### src/rtl/rv32i_types_pkg.sv
// Shared RV32I pipeline types: data/register widths and the forwarding-source tag.
package rv32i_types_pkg;

  localparam int unsigned XLEN    = 32;
  localparam int unsigned REG_NUM = 32;

  typedef logic [XLEN-1:0]          word_t;
  typedef logic [$clog2(REG_NUM)-1:0] reg_addr_t;

  typedef enum logic [1:0] {
    FWD_RF  = 2'd0,
    FWD_STG = 2'd1,
    FWD_BUF = 2'd2
  } fwd_src_e;

endpackage

### src/rtl/pipeline_forwarding_unit_if.sv
// Execute-side forwarding bus: operand/stage hazard inputs and forward/stall results.
interface pipeline_forwarding_unit_if #(
  parameter int unsigned NUM_STG = 2,
  parameter int unsigned NUM_SRC = 2,
  parameter int unsigned WORD_W  = 32,
  parameter int unsigned REG_AW  = 5,
  parameter int unsigned CNT_W   = 16
);
  logic [NUM_SRC*REG_AW-1:0] rs_e;
  logic [NUM_SRC-1:0]        rs_used_e;
  logic [NUM_STG-1:0]        stg_valid;
  logic [NUM_STG-1:0]        stg_reg_write;
  logic [NUM_STG*REG_AW-1:0] stg_rd;
  logic [NUM_STG-1:0]        stg_ready;
  logic [NUM_STG*WORD_W-1:0] stg_data;
  logic                      sb_set;
  logic [REG_AW-1:0]         sb_set_rd;
  logic                      sb_clr;
  logic [REG_AW-1:0]         sb_clr_rd;
  logic [NUM_SRC-1:0]        fwd_en;
  logic [NUM_SRC*WORD_W-1:0] fwd_data;
  logic                      stall_e;
  logic [CNT_W-1:0]          stall_cnt;

  modport master (
    output rs_e, rs_used_e, stg_valid, stg_reg_write, stg_rd, stg_ready, stg_data,
           sb_set, sb_set_rd, sb_clr, sb_clr_rd,
    input  fwd_en, fwd_data, stall_e, stall_cnt
  );

  modport slave (
    input  rs_e, rs_used_e, stg_valid, stg_reg_write, stg_rd, stg_ready, stg_data,
           sb_set, sb_set_rd, sb_clr, sb_clr_rd,
    output fwd_en, fwd_data, stall_e, stall_cnt
  );
endinterface

### src/rtl/fwd_scoreboard.sv
// Pending-writer scoreboard for long-latency ops; one lookup port per source operand.
module fwd_scoreboard #(
  parameter int unsigned REG_AW  = 5,
  parameter int unsigned NUM_SRC = 2
) (
  input  logic                      clk_i,
  input  logic                      rst_i,
  input  logic                      set_i,
  input  logic [REG_AW-1:0]         set_rd_i,
  input  logic                      clr_i,
  input  logic [REG_AW-1:0]         clr_rd_i,
  input  logic [NUM_SRC*REG_AW-1:0] lookup_rd_i,
  output logic [NUM_SRC-1:0]        pending_o
);
  localparam int unsigned NREG = 1 << REG_AW;

  logic [NREG-1:0] pending_q, pending_d;

  // Clear is applied before set so a same-cycle re-issue stays pending.
  always_comb begin
    pending_d = pending_q;
    if (clr_i) pending_d[clr_rd_i] = 1'b0;
    if (set_i) pending_d[set_rd_i] = 1'b1;
    pending_d[0] = 1'b0;
  end

  always_ff @(posedge clk_i or posedge rst_i) begin
    if (rst_i) pending_q <= '0;
    else       pending_q <= pending_d;
  end

  always_comb begin
    pending_o = '0;
    for (int unsigned s = 0; s < NUM_SRC; s++)
      pending_o[s] = pending_q[lookup_rd_i[s*REG_AW +: REG_AW]];
  end
endmodule

### src/rtl/pipeline_forwarding_unit.sv
// RAW-hazard forwarding for execute operands: youngest-stage priority, retire buffer, scoreboard stall.
module pipeline_forwarding_unit
  import rv32i_types_pkg::*;
#(
  parameter int unsigned NUM_STG    = 2,
  parameter int unsigned NUM_SRC    = 2,
  parameter int unsigned WORD_W     = 32,
  parameter int unsigned REG_AW     = 5,
  parameter int unsigned RETIRE_BUF = 1,
  parameter int unsigned CNT_W      = 16
) (
  input  logic                      CLK,
  input  logic                      RST,
  pipeline_forwarding_unit_if.slave bus
);
  localparam int unsigned WB = NUM_STG - 1;

  logic [NUM_SRC-1:0]        pending;
  logic                      buf_valid_q;
  logic [REG_AW-1:0]         buf_rd_q;
  logic [WORD_W-1:0]         buf_data_q;
  logic [CNT_W-1:0]          stall_cnt_q, stall_cnt_d;
  logic                      stall;
  logic [NUM_SRC-1:0]        fwd_en;
  logic [NUM_SRC*WORD_W-1:0] fwd_data;
  fwd_src_e                  fwd_src [NUM_SRC];
  logic [REG_AW-1:0]         rs_s;
  logic [WORD_W-1:0]         data_s;
  logic                      live_s, hit_s, unready_s;
  int unsigned               win_s;

  fwd_scoreboard #(.REG_AW(REG_AW), .NUM_SRC(NUM_SRC)) u_sb (
    .clk_i       (CLK),
    .rst_i       (RST),
    .set_i       (bus.sb_set),
    .set_rd_i    (bus.sb_set_rd),
    .clr_i       (bus.sb_clr),
    .clr_rd_i    (bus.sb_clr_rd),
    .lookup_rd_i (bus.rs_e),
    .pending_o   (pending)
  );

  if (RETIRE_BUF != 0) begin : g_rbuf
    logic cap;
    assign cap = bus.stg_valid[WB] && bus.stg_reg_write[WB] &&
                 (bus.stg_rd[WB*REG_AW +: REG_AW] != '0);

    always_ff @(posedge CLK or posedge RST) begin
      if (RST) begin
        buf_valid_q <= 1'b0;
        buf_rd_q    <= '0;
        buf_data_q  <= '0;
      end else begin
        buf_valid_q <= cap;
        if (cap) begin
          buf_rd_q   <= bus.stg_rd[WB*REG_AW +: REG_AW];
          buf_data_q <= bus.stg_data[WB*WORD_W +: WORD_W];
        end
      end
    end
  end else begin : g_no_rbuf
    assign buf_valid_q = 1'b0;
    assign buf_rd_q    = '0;
    assign buf_data_q  = '0;
  end

  // Buffer hit is taken first and then overridden by the youngest stage match,
  // so an unready young stage suppresses both older stages and the buffer.
  always_comb begin
    stall    = 1'b0;
    fwd_en   = '0;
    fwd_data = '0;
    rs_s      = '0;
    data_s    = '0;
    live_s    = 1'b0;
    hit_s     = 1'b0;
    unready_s = 1'b0;
    win_s     = 0;
    for (int unsigned s = 0; s < NUM_SRC; s++) begin
      rs_s       = bus.rs_e[s*REG_AW +: REG_AW];
      live_s     = bus.rs_used_e[s] && (rs_s != '0);
      data_s     = '0;
      hit_s      = 1'b0;
      unready_s  = 1'b0;
      win_s      = 0;
      fwd_src[s] = FWD_RF;
      if (live_s && buf_valid_q && (buf_rd_q == rs_s)) begin
        fwd_src[s] = FWD_BUF;
        data_s     = buf_data_q;
      end
      for (int unsigned i = 0; i < NUM_STG; i++) begin
        if (!hit_s && live_s && bus.stg_valid[i] && bus.stg_reg_write[i] &&
            (bus.stg_rd[i*REG_AW +: REG_AW] == rs_s)) begin
          hit_s = 1'b1;
          win_s = i;
        end
      end
      if (hit_s) begin
        if (bus.stg_ready[win_s]) begin
          fwd_src[s] = FWD_STG;
          data_s     = bus.stg_data[win_s*WORD_W +: WORD_W];
        end else begin
          fwd_src[s] = FWD_RF;
          data_s     = '0;
          unready_s  = 1'b1;
        end
      end
      stall = stall || unready_s || (bus.rs_used_e[s] && pending[s] && !hit_s);
      fwd_en[s] = (fwd_src[s] != FWD_RF);
      fwd_data[s*WORD_W +: WORD_W] = data_s;
    end
  end

  always_comb begin
    stall_cnt_d = stall_cnt_q;
    if (stall && (stall_cnt_q != '1)) stall_cnt_d = stall_cnt_q + CNT_W'(1);
  end

  always_ff @(posedge CLK or posedge RST) begin
    if (RST) stall_cnt_q <= '0;
    else     stall_cnt_q <= stall_cnt_d;
  end

  assign bus.fwd_en    = fwd_en;
  assign bus.fwd_data  = fwd_data;
  assign bus.stall_e   = stall;
  assign bus.stall_cnt = stall_cnt_q;
endmodule

### src/flat_wrapper.sv
// flat-port wrapper written by rule: the top's interface ports become plain ports
module pipeline_forwarding_unit_flat import rv32i_types_pkg::*;
#(
  parameter int unsigned NUM_STG    = 2,
  parameter int unsigned NUM_SRC    = 2,
  parameter int unsigned WORD_W     = 32,
  parameter int unsigned REG_AW     = 5,
  parameter int unsigned RETIRE_BUF = 1,
  parameter int unsigned CNT_W      = 16
)
  (CLK, RST, bus_rs_e, bus_rs_used_e, bus_stg_valid, bus_stg_reg_write, bus_stg_rd, bus_stg_ready, bus_stg_data, bus_sb_set, bus_sb_set_rd, bus_sb_clr, bus_sb_clr_rd, bus_fwd_en, bus_fwd_data, bus_stall_e, bus_stall_cnt);
  pipeline_forwarding_unit_if #(.NUM_STG(NUM_STG), .NUM_SRC(NUM_SRC), .WORD_W(WORD_W), .REG_AW(REG_AW), .CNT_W(CNT_W)) bus_i ();
  input  logic CLK;
  input  logic RST;
  input wire logic [$bits(bus_i.rs_e)-1:0] bus_rs_e;
  input wire logic [$bits(bus_i.rs_used_e)-1:0] bus_rs_used_e;
  input wire logic [$bits(bus_i.stg_valid)-1:0] bus_stg_valid;
  input wire logic [$bits(bus_i.stg_reg_write)-1:0] bus_stg_reg_write;
  input wire logic [$bits(bus_i.stg_rd)-1:0] bus_stg_rd;
  input wire logic [$bits(bus_i.stg_ready)-1:0] bus_stg_ready;
  input wire logic [$bits(bus_i.stg_data)-1:0] bus_stg_data;
  input wire logic [$bits(bus_i.sb_set)-1:0] bus_sb_set;
  input wire logic [$bits(bus_i.sb_set_rd)-1:0] bus_sb_set_rd;
  input wire logic [$bits(bus_i.sb_clr)-1:0] bus_sb_clr;
  input wire logic [$bits(bus_i.sb_clr_rd)-1:0] bus_sb_clr_rd;
  output wire logic [$bits(bus_i.fwd_en)-1:0] bus_fwd_en;
  output wire logic [$bits(bus_i.fwd_data)-1:0] bus_fwd_data;
  output wire logic [$bits(bus_i.stall_e)-1:0] bus_stall_e;
  output wire logic [$bits(bus_i.stall_cnt)-1:0] bus_stall_cnt;
  assign bus_i.rs_e = bus_rs_e;
  assign bus_i.rs_used_e = bus_rs_used_e;
  assign bus_i.stg_valid = bus_stg_valid;
  assign bus_i.stg_reg_write = bus_stg_reg_write;
  assign bus_i.stg_rd = bus_stg_rd;
  assign bus_i.stg_ready = bus_stg_ready;
  assign bus_i.stg_data = bus_stg_data;
  assign bus_i.sb_set = bus_sb_set;
  assign bus_i.sb_set_rd = bus_sb_set_rd;
  assign bus_i.sb_clr = bus_sb_clr;
  assign bus_i.sb_clr_rd = bus_sb_clr_rd;
  assign bus_fwd_en = bus_i.fwd_en;
  assign bus_fwd_data = bus_i.fwd_data;
  assign bus_stall_e = bus_i.stall_e;
  assign bus_stall_cnt = bus_i.stall_cnt;
  pipeline_forwarding_unit #(.NUM_STG(NUM_STG), .NUM_SRC(NUM_SRC), .WORD_W(WORD_W), .REG_AW(REG_AW), .RETIRE_BUF(RETIRE_BUF), .CNT_W(CNT_W)) u_core (.CLK(CLK), .RST(RST), .bus(bus_i));
endmodule
### config.mk
export PLATFORM = sky130hd
export DESIGN_NAME = pipeline_forwarding_unit_flat
export DESIGN_NICKNAME = d
export VERILOG_FILES = /design/src/rtl/rv32i_types_pkg.sv /design/src/rtl/pipeline_forwarding_unit_if.sv /design/src/rtl/fwd_scoreboard.sv /design/src/rtl/pipeline_forwarding_unit.sv /design/src/flat_wrapper.sv
export SDC_FILE = /design/constraint.sdc
export NUM_CORES = 1
export LEC_CHECK = 0
export ABC_AREA = 1
export BUFFER_PORTS_ARGS = -buffer_cell sky130_fd_sc_hd__buf_2
export CAP_MARGIN = 10
export CORE_MARGIN = 5
export CORE_UTILIZATION = 48
export DETAILED_ROUTE_END_ITERATION = 8
export MAX_ROUTING_LAYER = met4
export PLACE_DENSITY = 0.78
export SLEW_MARGIN = 40
export SYNTH_ARGS = -nofsm -noshare
export SYNTH_HDL_FRONTEND = slang
export SYNTH_SLANG_ARGS = --single-unit
### constraint.sdc
create_clock -name CLK -period 2.25 [get_ports CLK]
set_clock_uncertainty 0.05 [all_clocks]
set_input_delay 0.225 -clock CLK [delete_from_list [all_inputs] [get_ports CLK]]
set_output_delay 0.225 -clock CLK [all_outputs]
set_load 0.02 [all_outputs]
==> results.md, run 1 <==
* Outcome: complete, but fails checks
* Failing checks: setup timing
* Htree depth at 3
* CTS tree: done
* Design Area, Final at 0.00842 mm^2
* Layout cells sized above 1 at 0.265
* Final hold vios at 0
* Pre-CTS setup slack at 0.0953 ns
* Post-synth ARST share at 1.00
* Critical path class: reg -> out
* Synthesized flop and latch total at 85
* Wire length of the first global-routing pass at 31.8 mm
* Share of the synthesized area in the top cell type at 0.327
* Synthesized area at 0.00650 mm^2
* Io pins at 189
* DRC at 0
* Worst path slowest cell: dfrtp_1
* Pleak at 4.27 nW
* Initial DRT Pass Iterations at 5
* Tmin final at 2.34 ns
* Port Buffers at 188
* Detailed-route via count at 7189
* Required time worst endpoint at 1.98 ns
* Post-synth EDFFs at 0
* Area Overhead vs Synth at 29.5%
* 1st-iter DRT viols at 459
* Worst Setup Start Kind: flop
* Final setup margin at -0.0872 ns
* Total track usage at 0.243
* Post-synthesis cell type count at 39
* Yosys top cell by area: dfrtp_1
* Top cells by count, synth: 285 x nand2_1, 147 x o21ai_0, 119 x inv_1
* Slew margin rel. at 0.569
* Top-count cell post-synth: nand2_1
* Starting Density at 0.491
* Top cells by area, synth: dfrtp_1 33%, nand2_1 16%, o21ai_0 11%
* Mapped Avg Cell Area at 6.58 um^2
* Antenna cells at 0
* Period Utilization, post-route at 1.04
* DIE HEIGHT at 126 um
* Crit path largest cell delay at 0.41 ns
* VDD IR max at 0.471 mV
* Number of global-route vias before repair at 6572
* Core area at 0.0132 mm^2
* Clock transition at path regs at 0.06 ns
* Slew Viols, Final at 0
* Sequential fraction of the synthesis area at 0.327
* Hold Path Class: in -> reg
* Nets at 1274
* PD cells at 564 mW/mm^2
* Initial antenna violation count at 0
* Via/cell ratio at 5.34
* Total wire length at 19.9 mm
* DRT antenna net count at 0
* Die Width at 126 um
* Clock latency on the worst-skew pair at 0.34 ns
* Synth Warn # at 0
* Critical path buffers and inverters at 3
* Gr ovfl total at 0
* Site row count at 42
* Post-Synthesis Cells at 988
* Worst-margin pin slew at 0.646 ns
* Full die area at 0.0160 mm^2
* Post-layout util at 0.636
* CP top delay family: simple AND/OR/NAND/NOR gates
* Hpwl dp at 14.9 mm
* Crit path max fanout at 33
* Number of max-cap violations at 0
* CTS sink count at 85
* Primary FF master, synth: dfrtp_1
* Routed len/inst at 14.7 um
* RePlAce Congestion at 1.03
* Achievable frequency at 428 MHz
* TritonCTS buffer count at 9
* Syn_nets at 1095
* Root buffer cell: clkbuf_16
* Area of placed instances at 0.00763 mm^2
* Clk buf depth at 2
* Filler cells at 1181
* Final setup fails at 57
* Largest net degree at the start of global routing at 65
* Setup crit end kind: primary output
* Crit path arrival time at 2.06 ns
* CP cell instances: xor2_1 > nor4_2 > nand3_1 > nor2_1 > inv_1 > buf_12 > o21ai_1 > buf_4
* RSZ-0062 raised after global routing: true
stage by stage:
stage / hold slack [ns] / std cells / TNS (ns) / power, mW
2_1_floorplan: 0.285 / 988 / 0 / 2.81
6_report: 0.134 / 1347 / -1.59 / 4.75
3_3_place_gp: 0.284 / 1330 / 0 / 3.17
4_1_cts: 0.122 / 1347 / -0.246 / 4.75
5_1_grt: 0.135 / 1347 / -5.61 / 5.05
3_5_place_dp: 0.299 / 1330 / 0 / 3.21
cell families after synthesis:
logic type,Yosys count,share of synthesized area
compound gates,238,0.191
xor+xnor,28,0.0377
fa+ha+maj,1,0.00192
buf+inv,181,0.130
flops,85,0.327
simple gates,455,0.311
layer usage:
layer,share of wire,wire (um),track usage
met1,0.42,8260,0.304
met2,0.48,9630,0.406
met3,0.080,1590,0.0366
met4,0.019,380,0.0782
met5,0,0,-
worst min-delay path: cells and delay by family:
family	cells	cell delay (ns)
buffers and inverters	1	0.14
and+or+nand+nor	2	0.12
repair_timing:
item,in CTS,in global routing
hold endpoints to repair,26,0
hold buffers,1,0
buffers inserted,1,0
pin swaps,1,3
resized for setup,36,107
setup endpoints to repair,66,66
layout by cell type (no fill, tap or decap), types with 16 or more instances in the layout:
cell type,instances
nand2_1,284
o21ai_0,132
buf_2,125
inv_1,118
nand3_1,93
dfrtp_1,85
o21ai_1,61
buf_4,54
buf_6,30
nor2_1,27
o22ai_2,26
nand2_2,17
xor2_1,16
power breakdown:
group | total (mW) | switching (mW) | internal, mW
Clock | 1.50 | 0.608 | 0.888
Combinational | 1.23 | 0.751 | 0.480
Sequential | 2.02 | 0.235 | 1.79
flip-flops by register name, summed over array words and instances (netlist names):
register               flops
u_core.u_sb.pending_q     31
u_core.bus.stall_cnt      16
u_core.buf_data_q         32
u_core.buf_rd_q            5
u_core.buf_valid_q         1
worst paths after layout:
path	startpoint	end	slack (ns)	depth (start not counted)
hold reg to reg	u_core.buf_data_q[4]	u_core.buf_data_q[4]	0.43	2
setup reg to reg	u_core.bus.stall_cnt[0]	u_core.bus.stall_cnt[2]	0.34	7
min in group asynchronous	RST	u_core.u_sb.pending_q[8]	0.47	3
max in group asynchronous	RST	u_core.u_sb.pending_q[11]	1.03	4
setup / recovery	u_core.buf_rd_q[0]	bus_fwd_data[40]	-0.09	8
hold / removal	bus_stg_rd[7]	u_core.buf_rd_q[2]	0.13	3
layout make-up:
class / count / area (um^2) / area share
multi-input combinational: 722 / 3740 / 0.444
tap: 176 / 220 / 0.0261
clock buffer: 10 / 239 / 0.0284
sequential: 85 / 2130 / 0.253
timing repair buffer: 218 / 1540 / 0.183
inverter: 131 / 498 / 0.0591
clock inverter: 5 / 60.1 / 0.00713
Note: power is estimated with default switching activity, not from simulation.
==> inputs of run 2 (changes only) <==
Settings changed: CORE_UTILIZATION 48 to 40, PLACE_DENSITY 0.78 to 0.67, SKIP_CTS_REPAIR_TIMING set to 1, TNS_END_PERCENT set to 50.
==> run 2 against run 1 <==
  * The run ends with hold timing, setup timing left
  * Final cell count increased by 3.4%
  * Cell area rose by 6.6%
  * Via count grew 1.3%
  * Sequential share of layout area shrank 1.6 points
  * Combinational power grew 4%
  * Highest routed layer unchanged
  * Utilization fell by 7.3 points
  * Largest cell class unchanged
  * Sequential cell count unchanged
==> results.md, run 2 (synthesis results as in run 1) <==
* Achievable frequency at 415 MHz
* Setup crit end kind: primary output
* Crit path arrival time at 2.13 ns
* CP top delay family: simple AND/OR/NAND/NOR gates
* Required time worst endpoint at 1.98 ns
* Total Power at 4.79 mW
* Period Utilization, post-route at 1.07
* Worst Setup Start Kind: flop
* Io pins at 189
* RePlAce Congestion at 0.929
* Antenna cells at 0
* Hold WS at -0.0473 ns
* Via/cell ratio at 5.23
* Worst-margin pin slew at 0.457 ns
* Number of max-cap violations at 0
* Htree depth at 3
* Site row count at 46
* Detailed-route via count at 7284
* Crit path largest cell delay at 0.40 ns
* Slew margin rel. at 0.695
* Core area at 0.0159 mm^2
* Total wire length at 22.1 mm
* Largest Register: u_core.buf_data_q
* Failing checks: hold timing, setup timing
* Crit path max fanout at 17
* Met2 Use GR at 0.345
* RR Startpoint: u_core.bus.stall_cnt[0]
* DIE HEIGHT at 138 um
* Slew Viols, Final at 0
* Most frequent cells in the layout: 283 x nand2_1, 129 x o21ai_0, 122 x buf_2
* Grt met1 use at 0.281
* Most common cell after layout, fill and taps aside: nand2_1
* Pleak at 4.40 nW
* Final setup fails at 61
* Nets at 1279
* Clock latency on the worst-skew pair at 0.35 ns
* Starting Density at 0.408
* RSZ-0062 raised after global routing: true
* Routed len/inst at 15.8 um
* Outcome: complete, but fails checks
* Wire length of the first global-routing pass at 31.8 mm
* CTS tree: done
* Hold Path Class: in -> async
* Top Usage Layer GRT: met2
* Max reg flops at 32
* Tmin final at 2.41 ns
* VDD IR max at 0.499 mV
* Total track usage at 0.214
* Port Buffers at 188
* DRC at 0
* Final setup margin at -0.160 ns
* Final hold vios at 85
* 1st-iter DRT viols at 573
* Filler cells at 1483
* Initial antenna violation count at 0
* Area Overhead vs Synth at 38.1%
* Pre-CTS setup slack at -0.0957 ns
* DRT antenna net count at 0
* CP dominant cell by count: buf_6
* Layout cells sized above 1 at 0.296
* TritonCTS buffer count at 9
* Number of global-route vias before repair at 6285
* Clock transition at path regs at 0.06 ns
* Root buffer cell: clkbuf_16
* Initial DRT Pass Iterations at 5
* Full die area at 0.0189 mm^2
* Hpwl dp at 15.2 mm
* Critical path class: reg -> out
* Critical path buffers and inverters at 4
* Gr ovfl total at 0
* CTS sink count at 85
* Met3 GRT Util at 0.0274
* Die Width at 138 um
* Largest net degree at the start of global routing at 86
* Clk buf depth at 2
* PD cells at 534 mW/mm^2
* CP cell instances: buf_6 > xor2_1 > nor4_1 > nand3_1 > nor2_2 > inv_2 > buf_12 > o21ai_2 > buf_6
* Setup crit start: u_core.buf_rd_q[4]
* Worst path slowest cell: dfrtp_1
==> run 2: changes by cell type in the layout (fill, tap and decap cells not counted), sizes merged <==
cell,previous run,this run
clkbuf,10,15
buf,217,220
clkinvlp,2,4
bufinv,1,0
clkinv,2,1
dlygate4sd3,1,0
inv,131,130
==> run 2: worst paths after layout <==
path / end / slack (ns) / depth (start not counted)
max reg2reg: u_core.bus.stall_cnt[3] / 0.40 / 7
max in group asynchronous: u_core.buf_rd_q[2] / 1.84 / 3
max: bus_fwd_data[43] / -0.16 / 9
min: u_core.u_sb.pending_q[9] / -0.05 / 3
min in group CLK: u_core.buf_data_q[4] / 0.13 / 3
min reg2reg: u_core.buf_data_q[14] / 0.44 / 2
==> run 2: where the power goes <==
part	internal [mW]	total [mW]	switching, mW
clock network	0.841	1.49	0.646
logic	0.487	1.28	0.796
registers	1.79	2.02	0.236
total	3.12	4.79	1.68
==> run 2: routing by layer <==
| metal | share of wire | vias to the layer above |
|---|---|---|
| met3 | 0.083 | 63 |
| li1 | - | 3597 |
| met1 | 0.41 | 3271 |
| met2 | 0.47 | 353 |
| met4 | 0.031 | 0 |
| met5 | 0 | - |
==> run 2: area by class of cell <==
type | instances | area [um^2] | share of cell area
Tap cell | 216 | 270 | 0.0301
Timing Repair Buffer | 223 | 1770 | 0.197
Multi-Input combinational cell | 722 | 4020 | 0.447
Inverter | 131 | 503 | 0.0560
Sequential cell | 85 | 2130 | 0.237
Clock inverter | 4 | 31.3 | 0.00348
Clock buffer | 12 | 267 | 0.0297
==> run 2: tightest hold or removal path: stages <==
cell	delay (ns)
buf_2	0.11
clkinvlp_4	0.07
buf_12	0.36
==> run 2: metrics by stage <==
stage	hold WS, ns	instance area, um^2	cells	utilization	TNS, ns
6_report	-0.0473	8980	1393	0.563	-5.00
5_1_grt	0.000120	8980	1393	0.563	-13.18
3_3_place_gp	0.347	7680	1371	0.482	-0.0923
4_1_cts	-0.0255	7980	1387	0.501	-8.57
3_5_place_dp	0.351	7680	1371	0.482	-0.0957
2_1_floorplan	0.285	6510	988	-	0
